<file path="src/rtl/sram_arbiter_pkg.sv">
// Shared encodings for the SRAM bus arbiter: transaction source tags, access
// sizes and grant-FSM states.
package sram_arbiter_pkg;

    localparam logic SRC_INST = 1'b0;
    localparam logic SRC_DATA = 1'b1;

    localparam logic [1:0] SZ_BYTE = 2'd0;
    localparam logic [1:0] SZ_HALF = 2'd1;
    localparam logic [1:0] SZ_WORD = 2'd2;

    typedef enum logic [1:0] {
        GNT_IDLE   = 2'd0,
        GNT_HOLD_I = 2'd1,
        GNT_HOLD_D = 2'd2
    } gnt_state_t;

    // Hold state that keeps the given source selected until the bus accepts it.
    function automatic gnt_state_t hold_state(input logic src);
        gnt_state_t st;
        if (src == SRC_DATA) begin
            st = GNT_HOLD_D;
        end else begin
            st = GNT_HOLD_I;
        end
        return st;
    endfunction

endpackage

</file>
<file path="src/rtl/sram_arbiter_order_fifo.sv">
// Small FIFO remembering which master issued each outstanding bus transaction,
// so in-order bus responses can be steered back to their owner.
module sram_arbiter_order_fifo #(
    parameter int WIDTH = 1,
    parameter int DEPTH = 4
) (
    input  logic             clk,
    input  logic             resetn,
    input  logic             push,
    input  logic             pop,
    input  logic [WIDTH-1:0] din,
    output logic [WIDTH-1:0] head,
    output logic             full,
    output logic             empty
);

    localparam int PTR_W = $clog2(DEPTH);

    logic [WIDTH-1:0] mem_r [DEPTH];
    logic [PTR_W-1:0] wr_ptr_r;
    logic [PTR_W-1:0] rd_ptr_r;
    logic [PTR_W:0]   count_r;
    logic             do_push_s;
    logic             do_pop_s;

    assign full      = (count_r == (PTR_W+1)'(DEPTH));
    assign empty     = (count_r == (PTR_W+1)'(0));
    assign do_push_s = push && !full;
    assign do_pop_s  = pop && !empty;
    assign head      = mem_r[rd_ptr_r];

    // Storage; pointers wrap naturally because DEPTH is a power of two.
    always_ff @(posedge clk or negedge resetn) begin
        if (!resetn) begin
            for (int i = 0; i < DEPTH; i++) begin
                mem_r[i] <= '0;
            end
        end else if (do_push_s) begin
            mem_r[wr_ptr_r] <= din;
        end else begin
            mem_r[wr_ptr_r] <= mem_r[wr_ptr_r];
        end
    end

    // Pointer and occupancy tracking.
    always_ff @(posedge clk or negedge resetn) begin
        if (!resetn) begin
            wr_ptr_r <= '0;
            rd_ptr_r <= '0;
            count_r  <= '0;
        end else begin
            if (do_push_s) begin
                wr_ptr_r <= wr_ptr_r + PTR_W'(1);
            end
            if (do_pop_s) begin
                rd_ptr_r <= rd_ptr_r + PTR_W'(1);
            end
            case ({do_push_s, do_pop_s})
                2'b10:   count_r <= count_r + (PTR_W+1)'(1);
                2'b01:   count_r <= count_r - (PTR_W+1)'(1);
                default: count_r <= count_r;
            endcase
        end
    end

endmodule

</file>
<file path="src/rtl/sram_arbiter.sv">
// Arbitrates the fetch and data masters onto one SRAM-like bus with fixed data
// priority, grant hold until acceptance, and in-order response routing.
module sram_arbiter
    import sram_arbiter_pkg::*;
#(
    parameter int DEPTH = 4
) (
    input  logic        clk,
    input  logic        resetn,
    input  logic        inst_req,
    input  logic [31:0] inst_addr,
    output logic        inst_addr_ok,
    output logic        inst_data_ok,
    output logic [31:0] inst_rdata,
    input  logic        data_req,
    input  logic        data_wr,
    input  logic [1:0]  data_size,
    input  logic [31:0] data_addr,
    input  logic [31:0] data_wdata,
    output logic        data_addr_ok,
    output logic        data_data_ok,
    output logic [31:0] data_rdata,
    output logic        bus_req,
    output logic        bus_wr,
    output logic [1:0]  bus_size,
    output logic [31:0] bus_addr,
    output logic [31:0] bus_wdata,
    input  logic        bus_addr_ok,
    input  logic        bus_data_ok,
    input  logic [31:0] bus_rdata,
    output logic        err_o,
    output logic [31:0] perfcnt_inst_wait
);

    gnt_state_t state_r;
    logic       sel_src_s;
    logic       sel_req_s;
    logic       accept_s;
    logic       pop_s;
    logic       fifo_full_s;
    logic       fifo_empty_s;
    logic       fifo_head_s;
    logic       err_r;
    logic [31:0] perf_r;

    // Selection: a held grant wins, otherwise data has fixed priority over fetch.
    always_comb begin
        sel_src_s = SRC_INST;
        case (state_r)
            GNT_IDLE:   sel_src_s = data_req ? SRC_DATA : SRC_INST;
            GNT_HOLD_I: sel_src_s = SRC_INST;
            GNT_HOLD_D: sel_src_s = SRC_DATA;
            default:    sel_src_s = SRC_INST;
        endcase
    end

    // Bus request and attribute mux; fetch always reads a full word.
    always_comb begin
        bus_wr    = 1'b0;
        bus_size  = SZ_WORD;
        bus_addr  = inst_addr;
        bus_wdata = 32'h0000_0000;
        sel_req_s = inst_req;
        if (sel_src_s == SRC_DATA) begin
            bus_wr    = data_wr;
            bus_size  = data_size;
            bus_addr  = data_addr;
            bus_wdata = data_wdata;
            sel_req_s = data_req;
        end else begin
            bus_wr    = 1'b0;
            bus_size  = SZ_WORD;
            bus_addr  = inst_addr;
            bus_wdata = 32'h0000_0000;
            sel_req_s = inst_req;
        end
    end

    // Full FIFO blocks requests outright; a same-cycle response does not
    // reopen the request path, keeping data_ok off the req timing path.
    assign bus_req      = sel_req_s && !fifo_full_s;
    assign accept_s     = bus_req && bus_addr_ok;
    assign inst_addr_ok = accept_s && (sel_src_s == SRC_INST);
    assign data_addr_ok = accept_s && (sel_src_s == SRC_DATA);

    assign pop_s        = bus_data_ok && !fifo_empty_s;
    assign inst_data_ok = pop_s && (fifo_head_s == SRC_INST);
    assign data_data_ok = pop_s && (fifo_head_s == SRC_DATA);
    assign inst_rdata   = bus_rdata;
    assign data_rdata   = bus_rdata;

    assign err_o             = err_r;
    assign perfcnt_inst_wait = perf_r;

    sram_arbiter_order_fifo #(
        .WIDTH (1),
        .DEPTH (DEPTH)
    ) u_order_fifo (
        .clk    (clk),
        .resetn (resetn),
        .push   (accept_s),
        .pop    (pop_s),
        .din    (sel_src_s),
        .head   (fifo_head_s),
        .full   (fifo_full_s),
        .empty  (fifo_empty_s)
    );

    // Grant FSM: hold the selected master until accepted or it withdraws.
    always_ff @(posedge clk or negedge resetn) begin
        if (!resetn) begin
            state_r <= GNT_IDLE;
        end else begin
            case (state_r)
                GNT_IDLE: begin
                    if (bus_req && !bus_addr_ok) begin
                        state_r <= hold_state(sel_src_s);
                    end else begin
                        state_r <= GNT_IDLE;
                    end
                end
                GNT_HOLD_I: begin
                    if (fifo_full_s) begin
                        state_r <= GNT_HOLD_I;
                    end else if (bus_addr_ok || !inst_req) begin
                        state_r <= GNT_IDLE;
                    end else begin
                        state_r <= GNT_HOLD_I;
                    end
                end
                GNT_HOLD_D: begin
                    if (fifo_full_s) begin
                        state_r <= GNT_HOLD_D;
                    end else if (bus_addr_ok || !data_req) begin
                        state_r <= GNT_IDLE;
                    end else begin
                        state_r <= GNT_HOLD_D;
                    end
                end
                default: state_r <= GNT_IDLE;
            endcase
        end
    end

    // Sticky error for a response with nothing outstanding.
    always_ff @(posedge clk or negedge resetn) begin
        if (!resetn) begin
            err_r <= 1'b0;
        end else if (bus_data_ok && fifo_empty_s) begin
            err_r <= 1'b1;
        end else begin
            err_r <= err_r;
        end
    end

    // Fetch stall counter, wrapping at 2^32.
    always_ff @(posedge clk or negedge resetn) begin
        if (!resetn) begin
            perf_r <= 32'h0000_0000;
        end else if (inst_req && !inst_addr_ok) begin
            perf_r <= perf_r + 32'h0000_0001;
        end else begin
            perf_r <= perf_r;
        end
    end

endmodule

</file>
<file path="config.mk">
export PLATFORM = sky130hd
export DESIGN_NAME = sram_arbiter
export DESIGN_NICKNAME = d
export VERILOG_FILES = /design/src/rtl/sram_arbiter_pkg.sv /design/src/rtl/sram_arbiter_order_fifo.sv /design/src/rtl/sram_arbiter.sv
export SDC_FILE = /design/constraint.sdc
export NUM_CORES = 1
export LEC_CHECK = 0
export CELL_PAD_IN_SITES_DETAIL_PLACEMENT = 0
export CELL_PAD_IN_SITES_GLOBAL_PLACEMENT = 1
export CORE_UTILIZATION = 22
export DETAILED_ROUTE_END_ITERATION = 6
export PLACE_DENSITY_LB_ADDON = 0.1
export SETUP_SLACK_MARGIN = 0.2
export SLEW_MARGIN = 20
export SYNTH_ARGS = -nofsm -noshare
export SYNTH_HDL_FRONTEND = slang
export SYNTH_SLANG_ARGS = --single-unit
export TNS_END_PERCENT = 1
</file>
<file path="constraint.sdc">
create_clock -name clk -period 3.4 [get_ports clk]
set_input_delay 0.51 -clock clk [delete_from_list [all_inputs] [get_ports clk]]
set_output_delay 0.51 -clock clk [all_outputs]
set_load 0.005 [all_outputs]
</file>
Word level (Yosys, flattened, before mapping)
Cells that the tools add are included.

cells by class
  multiplexer cells = 26
  equality and inequality tests = 5
  add/subtract/negate cells = 5
  bitwise logic cells = 4
  $lt $le $gt $ge = 3
  reduce and logical (&&, ||, !) cells = 24

operators with widths
  operator                 number
  $mux W32                 2
  $add A32 B1 Y32 const B  1
  $logic_and A1 B1 Y1      13
  $mux W1                  10
  $mux W2                  5
  $bwmux W4                2
  $ge A3 B3 Y1 const B     2
  $logic_not A1 Y1         6
  $not A2 Y3               2
  $pmux W2 S3              1
  $pmux W3 S2              1
  $add A2 B1 Y2 const B    2
  $bmux W1 S2              2
  $eq A2 B1 Y1 const B     2
  $eq A2 B2 Y1 const B     2
  $mux W4                  1
  $add A3 B1 Y3 const B    1
  $eq A3 B3 Y1 const B     1
  $logic_not A3 Y1         1
  $lt A3 B1 Y1 const B     1
  $sub A3 B1 Y3 const B    1
  $demux W1 S2             1
  $logic_not A2 Y1         1
  $logic_or A1 B1 Y1       2
  other kinds (3)          4

word-level totals
  flip-flop bits (word level) = 46
  logic and storage cells = 77
  output and inout port bits = 169
  input bits = 137

Logic depth before layout (Yosys ltp)
Gate-level depths: netlist of run 1.

  depth in word-level cells = 8
  depth in mapped cells = 12
  mapped depth without buffers = 10

Hierarchy
A second synthesis of run 1 with hierarchy kept.

unflattened totals
  cell total of the unflattened synthesis = 353
  area total of the unflattened synthesis = 3489.6 um2

modules (own cells, without submodules)
  module                   cells an instance  area an instance (um2)  times used  sequential area each (um2)
  sram_arbiter             303                2886.5                  1           875.8
  sram_arbiter_order_fifo  50                 603.1                   1           275.3

Worst setup path before layout of run 1
No wires, ideal clock.

  path kind = in2reg
  start = in data_req
  end = reg u_order_fifo.count_r[2]
  buffers on the path = 2
  setup slack = 1.037 ns
  stages on the path = 11
  library setup time = 0.079 ns
  required time = 3.321 ns
  data arrival time = 2.284 ns
  cell sequence = o21ba_1 > buf_2 > a21oi_1 > or3_1 > clkbuf_1 > ha_1 > inv_1 > fa_1 > xor2_1 > nor2_1 > xor2_1

on the way
  word-level cells in the longest chain between the ends = 8
  elaborated cells between the ends (all ways) = 10
  those cells by class = eq/ne (2); mux (4); reduce/logical (4)

RTL lines
  element                                                   line                           RTL
  from (decl)                                               sram_arbiter.sv:15             input logic data_req,
  $mux W1                                                   sram_arbiter.sv:50             GNT_IDLE: sel_src_s = data_req ? SRC_DATA : SRC_INST;
  $pmux W1 S2                                               sram_arbiter.sv:49             case (state_r)
  $mux W1 *                                                 sram_arbiter.sv:64             if (sel_src_s == SRC_DATA) begin
  $logic_and A1 B1 Y1 *                                     sram_arbiter.sv:81             assign bus_req = sel_req_s && !fifo_full_s;
  $logic_and A1 B1 Y1 *                                     sram_arbiter.sv:82             assign accept_s = bus_req && bus_addr_ok;
  $logic_and A1 B1 Y1 *                                     sram_arbiter_order_fifo.sv:28  assign do_push_s = push && !full;
  $eq A2 B1 Y1 / $eq A2 B2 Y1 (equally long branches)       sram_arbiter_order_fifo.sv:58  case ({do_push_s, do_pop_s})
  $pmux W3 S2 / $reduce_bool A2 Y1 (equally long branches)  --
  to (signal assigned)                                      sram_arbiter_order_fifo.sv:59  2'b10: count_r <= count_r + (PTR_W+1)'(1);
  to (signal assigned)                                      sram_arbiter_order_fifo.sv:60  2'b01: count_r <= count_r - (PTR_W+1)'(1);
  to (signal assigned)                                      sram_arbiter_order_fifo.sv:61  default: count_r <= count_r;
  to (decl)                                                 sram_arbiter_order_fifo.sv:22  logic [PTR_W:0] count_r;

Mark *: on every way between the ends. The rest lies on a longest branch, timed or not.
A chain may end at the register's enable or synchronous reset.

Worst setup path in the final report of run 1
  start = in data_req
  end = out data_addr_ok

on the way
  word-level cells in the longest chain between the ends = 6

RTL lines
  element                line                RTL
  $mux W1                sram_arbiter.sv:50
  $pmux W1 S2            sram_arbiter.sv:49
  $mux W1                sram_arbiter.sv:64
  $logic_and A1 B1 Y1    sram_arbiter.sv:81
  $logic_and A1 B1 Y1    sram_arbiter.sv:82
  $logic_and A1 B1 Y1 *  sram_arbiter.sv:84  assign data_addr_ok = accept_s && (sel_src_s == SRC_DATA);
  to (decl)              sram_arbiter.sv:20  output logic data_addr_ok,

Marked as above.

==> summary.md, run 1 <==
| Metric | Value |
|---|---|
| Status | `complete, but fails checks` |
| Violated checks | `design-rule violations` |
| Critical Path End Type | `output pin` |
| Die ar. | `15,800 um^2` |
| Post-Synthesis Cells | `400` |
| XOR/XNOR Fraction of Synth Area | `9.65%` |
| Drt initial violations | `155` |
| Worst Path Arrival | `2.59 ns` |
| IO Pins | `306` |
| Die Y | `126 um` |
| Synth Register Bits | `46` |
| Ys Warns | `0` |
| Final period utilization | `91.3%` |
| Post-route DRC | `40` |
| WS Path Type | `in -> out` |
| Power Total | `0.00265 W` |
| Clock buffer depth | `2` |
| Vias in the first global route | `3,020` |
| CTS Hold Bufs | `0` |
| PD cells | `495 nW/um^2` |
| Initial antenna violation count | `1` |
| Fin crit period | `3.10 ns` |
| Setup TNS | `0 ns` |
| Fmax | `322 MHz` |
| Worst skew pair latency | `0.29 ns` |
| Share of cells above drive strength 1 | `4.96%` |
| Area Overhead vs Synth | `59.0%` |
| Distinct cells, synth | `39` |
| Clock skew | `0.00741 ns` |
| Syn_area_per_cell | `8.40 um^2` |
| Clock sink count | `46` |
| Final WL | `11,600 um` |
| Slew headroom | `58.8%` |
| Slew Limit Fails | `0` |
| Share of flip-flops with an asynchronous set or reset | `100%` |
| Initial core utilization | `22.8%` |
| First-pass detailed-route iteration total | `7` |
| # port buffers | `209` |
| Drt wl/cell | `15.9 um` |
| DR vias | `3,015` |
| Int Pwr | `0.00175 W` |
| Syn nets | `544` |
| Antenna Violating Nets Remaining | `0` |
| Row count | `44` |
| Hpwl dp | `9310 um` |
| Post-Synth Simple-Gate Area | `29.4%` |
| Post-synth EDFFs | `0` |
| Peak supply drop | `0.262 mV` |
| Switching part of the total | `34.0%` |
| Synthesized area | `3360 um^2` |
| Global placement routability congestion | `0.850` |
| Worst-path clk slew | `0.06 ns` |
| RSZ-0062 raised after global routing | `yes` |
| Compound-Gate Fraction of Synth Area | `3.46%` |
| Final Setup Violations | `0` |
| Vias per inst | `4.14` |
| Max FO, Critical Path | `13` |
| Hold crit path type | `in -> async` |
| Clk pwr share | `18.1%` |
| Path depth of the worst reg2reg path | `10` |
| Main combinational cell family by area after synthesis | `simple AND/OR/NAND/NOR gates` |
| Post-synthesis sequential area ratio | `34.3%` |
| Most common flop cell mapped by yosys | `dfrtp_1` |
| Core ar. | `14,700 um^2` |
| Max-capacitance violation count | `0` |
| Logic pwr share | `52.0%` |
| Sw power | `0.000899 W` |
| First-pass GRT wire length | `17,600 um` |
| Flop-to-flop setup slack | `0.90 ns` |
| Worst R2R Start | `state_r[0]` |
| Number of H-tree levels | `2` |
| Reg2reg end | `u_order_fifo.count_r[2]` |
| LEAKAGE | `2.32 nW` |
| Adder-Cell Fraction of Synth Area | `2.83%` |
| Die W | `126 um` |
| Mux contribution to synthesized area | `3.65%` |
| Worst slew pin tran | `0.617 ns` |
| Worst EP required | `2.89 ns` |
| GRT Total Usage | `14.4%` |
| Gr ovfl total | `0` |
| Nets | `688` |
| Sequential Power Share | `29.9%` |
| Startpoint type of the worst setup path | `input pin` |
| CTS root buf | `clkbuf_16` |
| Total CTS buffers | `5` |
| Fin. Hold Viols | `0` |
| Largest net degree at the start of global routing | `61` |
| TritonCTS clock tree | `yes` |
[per-stage QoR]
stage	hold slack, ns	utilization, %	setup slack, ns	instance area [um^2]	std cells
after floorplan	0.214	-	1.04	3360	400
after global placement	0.442	35.3	0.261	5190	721
after detailed placement	0.452	35.4	0.229	5200	721
after CTS	0.259	36.3	0.226	5330	728
after global routing	0.280	36.3	0.166	5340	728
final	0.232	36.3	0.297	5340	729
[registers in the layout, indices dropped and copies added (netlist names)]
signal / cells
u_order_fifo.mem_r: 4
err_o: 1
state_r: 2
u_order_fifo.rd_ptr_r: 2
u_order_fifo.wr_ptr_r: 2
perfcnt_inst_wait: 32
u_order_fifo.count_r: 3
[worst max-delay path: stages]
cell and delay [ns]:
clkdlybuf4s50_1 0.49, o21ba_2 0.33, a21oi_1 0.13, or3_1 0.47
nor2_1 0.14, clkdlybuf4s50_1 0.51
[cells in the mapped netlist (2+ instances only)]
cell type	number	area [um^2]
mux2_1	2	22.5
nand4_2	2	25.0
or3_1	2	12.5
inv_1	9	33.8
and2_1	35	219
nor3_1	3	15.0
xnor2_1	25	219
ha_1	6	75.1
nand2b_1	4	25.0
a31oi_1	2	12.5
clkbuf_1	11	41.3
buf_4	64	480
nand4_1	5	31.3
and4_1	3	26.3
nand3_1	10	50.1
xor2_1	12	105
nor2_1	17	63.8
a21oi_1	4	20.0
dfrtp_1	46	1150
and3_1	6	37.5
mux4_2	2	45.0
nand2_1	110	413
mux2_2	4	45.0
[how the worst max path moves through the flow]
stage,start,to,depth (start not counted)
after global placement,data_req,bus_addr[31],6
after detailed placement,data_req,bus_addr[7],6
after global routing,data_req,data_addr_ok,6
after CTS,data_req,bus_addr[7],6
after floorplan,data_req,u_order_fifo.count_r[2],11
final,data_req,data_addr_ok,6
[metal layers]
| layer | wire length [um] | vias up | part of all wire (%) | global-route usage (%) |
|---|---|---|---|---|
| met4 | 121 | 0 | 1.0 | 3.16 |
| met3 | 1060 | 19 | 9.1 | 5.18 |
| met1 | 5000 | 1367 | 43 | 18.4 |
| met2 | 5440 | 120 | 47 | 23.1 |
| met5 | 0 | - | 0 | 0 |
| li1 | - | 1509 | - | - |
[logic make-up after synthesis]
logic type                 after synthesis
and+or+nand+nor                        203
adders and majority gates                7
DFF                                     46
muxes                                    9
xor gates and xnor gates                37
AOI/OAI and AO/OA                       13
buffers and inverters                   85
[power groups by stage]
stage | combinational (W) | sequential [W] | clock [W]
finish | 0.00138 | 0.000791 | 0.000478
global route | 0.00152 | 0.000813 | 0.000517
CTS | 0.00140 | 0.000793 | 0.000497
global placement | 0.00139 | 0.000800 | 0
floorplan | 0.000679 | 0.000776 | 0
detailed placement | 0.00139 | 0.000802 | 0
[cells in the final DEF, fill, tap and decap left out, types with 2 or more instances in the layout]
cell type,n
mux2_2,4
and2_1,35
ha_1,6
clkdlybuf4s50_1,208
clkbuf_16,5
dfrtp_1,46
or3_1,2
nor3_1,3
nand4_2,2
mux2_1,2
xnor2_1,25
and4_1,3
xor2_1,12
nand3_1,10
nand2b_1,4
nor2_1,17
and3_1,6
mux4_2,2
buf_4,3
a21oi_1,4
nand2_1,110
a31oi_1,2
nand4_1,5
inv_1,9
[repair_timing]
action / 4_1_cts / 5_1_grt
buffers inserted: 0 / 0
setup endpoints to repair: 0 / 25
resized for setup: 0 / 1
[cell type report]
cell class | instances | area (um^2)
Clock buffer | 6 | 129
Fill cell | 1495 | 9360
Sequential cell | 46 | 1150
Inverter | 9 | 33.8
Antenna cell | 1 | 2.50
Clock inverter | 1 | 7.51
Timing Repair Buffer | 213 | 2140
Multi-Input combinational cell | 269 | 1650
Tap cell | 184 | 230
(Power assumes the default switching activity.)
==> run 2: changes to the inputs <==
ABC_AREA = 0   (was not set)
==> results of run 2 <==
Same layout as run 1: the final DEF is identical, and so are final timing and power.
==> run 3: changes to the inputs <==
GPL_ROUTABILITY_DRIVEN = 1   (was not set)
==> results of run 3 <==
Same layout as run 1: the final DEF is identical, and so are final timing and power.
